File: src/rtl/mfc_stimulus_gen.sv
// rtl/mfc_stimulus_gen.sv - operand B generator and expected-flag model for the 16-bit MFC
// Optional MFC_GEN_LFSR_EN: pseudo-random filler bits from a 16-bit LFSR (otherwise filler is 0).
module mfc_stimulus_gen #(
   parameter logic [15:0] SEED = 16'hACE1
) (
   input  logic        clk,
   input  logic        rst_n,
   input  logic        in_valid,
   output logic        in_ready,
   input  logic [15:0] in_a,
   input  logic [1:0]  in_mode,
   input  logic [3:0]  in_d,
   output logic        out_valid,
   input  logic        out_ready,
   output logic [15:0] out_a,
   output logic [15:0] out_b,
   output logic        exp_eq,
   output logic        exp_ae,
   output logic        exp_gt,
   output logic [3:0]  exp_d
);

   localparam logic [1:0] S_IDLE  = 2'd0;
   localparam logic [1:0] S_BUILD = 2'd1;
   localparam logic [1:0] S_CHECK = 2'd2;
   localparam logic [1:0] S_DONE  = 2'd3;

   localparam logic [1:0] M_EQ   = 2'b00;
   localparam logic [1:0] M_NEG  = 2'b01;
   localparam logic [1:0] M_DIFF = 2'b10;

   logic [1:0]  r_state;
   logic [15:0] r_a;
   logic [15:0] r_b;
   logic [1:0]  r_mode;
   logic [3:0]  r_d;
   logic [3:0]  r_cnt;
   logic [3:0]  r_exp_d;
   logic        r_carry;
   logic        r_diff_seen;
   logic        r_eq;
   logic        r_ae;
   logic        r_gt;

   logic        w_fill;
   logic        w_ai;
   logic        w_bit;
   logic [15:0] w_abs_a;
   logic [15:0] w_abs_b;

`ifdef MFC_GEN_LFSR_EN
   logic [15:0] r_lfsr;

   // Fibonacci form of x^16+x^14+x^13+x^11+1, shifting right into bit 15.
   always_ff @(posedge clk) begin
      if (!rst_n) begin
         r_lfsr <= SEED;
      end else if (r_state == S_BUILD) begin
         r_lfsr <= {r_lfsr[0] ^ r_lfsr[2] ^ r_lfsr[3] ^ r_lfsr[5], r_lfsr[15:1]};
      end
   end

   assign w_fill = r_lfsr[0];
`else
   logic w_unused_seed;
   assign w_unused_seed = ^SEED;
   assign w_fill        = 1'b0;
`endif

   assign w_ai = r_a[r_cnt];

   always_comb begin
      w_bit = w_fill;
      case (r_mode)
         M_EQ:    w_bit = w_ai;
         M_NEG:   w_bit = ~w_ai ^ r_carry;
         M_DIFF: begin
            if (r_cnt > r_d)       w_bit = w_ai;
            else if (r_cnt == r_d) w_bit = ~w_ai;
            else                   w_bit = w_fill;
         end
         default: w_bit = w_fill;
      endcase
   end

   // Magnitudes wrap at 16 bits, so |0x8000| stays 0x8000.
   assign w_abs_a = r_a[15] ? (~r_a + 16'd1) : r_a;
   assign w_abs_b = r_b[15] ? (~r_b + 16'd1) : r_b;

   always_ff @(posedge clk) begin
      if (!rst_n) begin
         r_state     <= S_IDLE;
         r_a         <= 16'd0;
         r_b         <= 16'd0;
         r_mode      <= M_EQ;
         r_d         <= 4'd0;
         r_cnt       <= 4'd0;
         r_exp_d     <= 4'd0;
         r_carry     <= 1'b1;
         r_diff_seen <= 1'b0;
         r_eq        <= 1'b0;
         r_ae        <= 1'b0;
         r_gt        <= 1'b0;
      end else begin
         case (r_state)
            S_IDLE: begin
               if (in_valid) begin
                  r_a         <= in_a;
                  r_mode      <= in_mode;
                  r_d         <= in_d;
                  r_b         <= 16'd0;
                  r_exp_d     <= 4'd0;
                  r_diff_seen <= 1'b0;
                  r_carry     <= 1'b1;
                  r_cnt       <= 4'd0;
                  r_state     <= S_BUILD;
               end
            end
            S_BUILD: begin
               r_b[r_cnt] <= w_bit;
               if (w_bit != w_ai) begin
                  r_exp_d     <= r_cnt;
                  r_diff_seen <= 1'b1;
               end
               if (r_mode == M_NEG) r_carry <= ~w_ai & r_carry;
               r_cnt <= r_cnt + 4'd1;
               if (r_cnt == 4'd15) r_state <= S_CHECK;
            end
            S_CHECK: begin
               r_eq    <= ~r_diff_seen;
               r_ae    <= (w_abs_a == w_abs_b);
               r_gt    <= ($signed(r_a) > $signed(r_b));
               r_state <= S_DONE;
            end
            default: begin
               if (out_ready) r_state <= S_IDLE;
            end
         endcase
      end
   end

   assign in_ready  = (r_state == S_IDLE);
   assign out_valid = (r_state == S_DONE);
   assign out_a     = r_a;
   assign out_b     = r_b;
   assign exp_eq    = r_eq;
   assign exp_ae    = r_ae;
   assign exp_gt    = r_gt;
   assign exp_d     = r_exp_d;

endmodule

File: config.mk
export PLATFORM = sky130hd
export DESIGN_NAME = mfc_stimulus_gen
export DESIGN_NICKNAME = d
export VERILOG_FILES = /design/src/rtl/mfc_stimulus_gen.sv
export SDC_FILE = /design/constraint.sdc
export NUM_CORES = 1
export LEC_CHECK = 0
export ABC_AREA = 1
export CORE_ASPECT_RATIO = 0.75
export CORE_MARGIN = 2
export CORE_UTILIZATION = 30
export DETAILED_ROUTE_END_ITERATION = 8
export GPL_ROUTABILITY_DRIVEN = 0
export SLEW_MARGIN = 20
export SYNTH_ARGS = -nofsm -noshare
export SYNTH_HDL_FRONTEND = slang
export SYNTH_SLANG_ARGS = --single-unit
File: constraint.sdc
create_clock -name clk -period 2.7 [get_ports clk]
set_input_delay 0.54 -clock clk [delete_from_list [all_inputs] [get_ports clk]]
set_output_delay 0.54 -clock clk [all_outputs]
set_load 0.05 [all_outputs]
==> impl_metrics.py <==
metrics = {
    "cts": {
        "clockRootBuffer": "clkbuf_16",
        "cts_tree": "built",
        "post_cts_buffers": 0,
        "insertion_delay_ns": 0.30,
        "cts_buffers": 5,
        "holdBufCountCts": 0,
        "cts_resized": 0,
        "clock_sinks": 53,
        "cts-htree-levels": 2,
        "path_clk_slew_ns": 0.07,
        "cts_buffer_depth": 2,
    },
    "power_and_ir_drop": {
        "ir_drop_uv": 377,
        "power.leakage_nw": 2.22,
        "power.total_mw": 4.46,
        "p_per_area_nw_per_um2": 869,
    },
    "finish": {
        "area_growth_pct": 25.5,
        "n_antenna_cell": 0,
        "nNetsFinal": 770,
        "final_common_cell": "nand2_1",
        "drive_above_1_share": 0.0843,
        "layout_common_cells": "154 x nand2_1, 70 x inv_1, 69 x nand3_1, 66 x clkdlybuf4s50_1, 57 x a21oi_1",
        "final_area_um2": 5140,
        "fillers": 1449,
        "final_cells": 883,
        "multiInputGateArea_um2": 2620,
        "regArea_um2": 1060,
    },
    "flow_run": {
        "cap_violations": 0,
    },
    "floorplanning": {
        "rows": 36,
        "core-area_um2": 13200,
        "die_area_um2": 14600,
        "pin_count": 67,
        "start_util": 0.311,
        "die_y_um": 105,
        "die_w_um": 139,
    },
    "global_route": {
        "grt_pass1_vias": 4094,
        "grt_usage": 0.184,
        "grt_start_max_net_pins": 27,
        "grt_pass1_wl_um": 21700,
        "use_met1": 0.274,
        "antenna_found_initial": 0,
        "grt_use_met3": 0.0335,
        "grt-ovfl-total": 0,
        "grt-busiest-layer": "met1",
        "grtUsageMet2": 0.273,
    },
    "placed_design": {
        "dp_hpwl_um": 10300,
        "postPlaceCellArea_um2": 4980,
        "port_buffers": 66,
        "dp_cells": 876,
    },
    "synth": {
        "yosysUniqueCellTypes": 36,
        "synthCells": 644,
        "syn_avg_cell_area_um2": 6.36,
        "synth_flop_cell": "dfxtp_1",
        "synth.cell_area_um2": 4090,
        "ys_ff_latch": 53,
        "async_flop_share": 0,
        "synthesis.nets": 702,
        "yosysWarnings": 0,
        "synth_edf_count": 0,
        "yosysSeqAreaShare": 0.259,
    },
    "critical_path": {
        "worst-path-buf-inv": 2,
        "crit_type": "reg2out",
        "path_max_fanout": 6,
        "slowest_stage": "clkdlybuf4s50_1",
        "cp_cell_sequence": "inv_1 -> ha_1 -> clkdlybuf4s50_1",
        "crit_arrival_ns": 1.92,
        "slowest_delay_ns": 0.86,
        "timing.rr.start": "r_cnt[0]",
        "required_ns": 2.16,
        "crit_start": "r_state[0]",
        "critPathLaunchType": "flop",
        "critPathTopFamily": "buffers and inverters",
        "crit_path_end_kind": "output port",
    },
    "worst_hold_path": {
        "min_from": "exp_d[1]",
        "hold_class": "reg2reg",
    },
    "timing": {
        "finalSetupViolations": 0,
        "timing.final.crit_share": 0.911,
        "max-slew-margin-rel": 0.607,
        "timing.hold.ws_ns": 0.466,
        "finalHoldViolCount": 0,
        "tns_ns": 0,
        "rsz0062_at_grt": "false",
        "fin_crit_ns": 2.46,
        "tightest_slew_ns": 0.582,
        "clock_skew_ns": 0.00996,
        "max_freq_mhz": 407,
        "slew_violations": 0,
    },
    "drt": {
        "ant_nets": 0,
        "wl_per_cell_um": 14.9,
        "remaining_drc_errors": 0,
        "first_pass_iters": 5,
        "viasPerCell": 4.89,
        "drtIter0Drc": 268,
        "postRouteWirelength_um": 13200,
        "vias": 4320,
    },
    "status": {
        "outcome": "completed",
    },
}
-- cell usage after synthesis (3+ instances only) --
library cell / number / area share
nor2_1: 55 / 0.050
a21oi_1: 57 / 0.070
a21oi_2: 5 / 0.011
nand3_1: 69 / 0.084
nand2_2: 9 / 0.014
nor3_1: 7 / 0.0086
inv_2: 11 / 0.010
buf_2: 3 / 0.0037
o21ai_1: 8 / 0.0098
clkbuf_1: 10 / 0.0092
nand2_1: 154 / 0.14
xnor2_1: 10 / 0.021
o21ai_0: 46 / 0.056
dfxtp_1: 53 / 0.26
nand4_1: 9 / 0.014
inv_1: 70 / 0.064
nand2_4: 5 / 0.014
ha_1: 32 / 0.098
xor2_1: 6 / 0.013
buf_4: 4 / 0.0073
-- per-layer routing --
layer / part of all wire / vias to the layer above
met5: 0 / -
met4: 0.013 / 0
met3: 0.058 / 14
met2: 0.41 / 128
met1: 0.52 / 1936
li1: - / 2242
-- logic make-up (layout without fill, tap and decap cells) --
family | count (synthesis) | in the layout | synth area share
AOI/OAI and AO/OA | 123 | 123 | 0.160
and+or+nand+nor | 317 | 317 | 0.347
buffers and inverters | 103 | 171 | 0.101
DFF | 53 | 53 | 0.259
xor gates and xnor gates | 16 | 16 | 0.0342
adders and majority gates | 32 | 32 | 0.0978
-- state kept, by name (all words and copies together), names as in the netlist, 2 cells and up --
register / cells
exp_d: 4
r_state: 2
out_b: 16
out_a: 16
r_cnt: 4
r_d: 4
r_mode: 2
-- cell type report --
cell class | count | area share
Multi-Input combinational cell | 488 | 0.509
Clock inverter | 2 | 0.00682
Sequential cell | 53 | 0.207
Tap cell | 171 | 0.0416
Clock buffer | 5 | 0.0244
Timing Repair Buffer | 80 | 0.149
Inverter | 84 | 0.0619
-- through the flow --
stage          utilization  worst slack (ns)
2_1_floorplan            -             0.335
3_5_place_dp         0.378             0.260
4_1_cts              0.391             0.239
5_1_grt              0.391             0.124
6_report             0.391             0.241
3_3_place_gp         0.378             0.291
-- worst register-to-register path: stages, from the launching register on --
cell and delay (ns):
dfxtp_2 0.46, inv_2 0.16, nand2_1 0.10, nand3_1 0.07, nand2_1 0.07, nand2_1 0.08, nand2_4 0.09, nor2_4 0.04
ha_1 0.27, nor2_1 0.10, nor2_1 0.05, o21ai_2 0.08, nand2_4 0.17, nand2_2 0.12, nand3_4 0.10, nand2_4 0.13
nand2_2 0.06, a21oi_2 0.11
-- power by group --
group	leakage, nW	internal [mW]	switching [mW]	total, mW
logic	1.71	0.888	1.75	2.64
clock network	0.0797	0.431	0.290	0.722
registers	0.433	0.918	0.189	1.11
total	2.22	2.24	2.23	4.46
-- worst paths after layout --
path | end | cells past startpoint | slack (ns)
max | in_ready | 3 | 0.24
min | exp_d[1] | 2 | 0.47
max reg2reg | exp_d[0] | 17 | 0.39
min reg2reg | exp_d[1] | 2 | 0.47
Power figures use the tool's default switching activity.
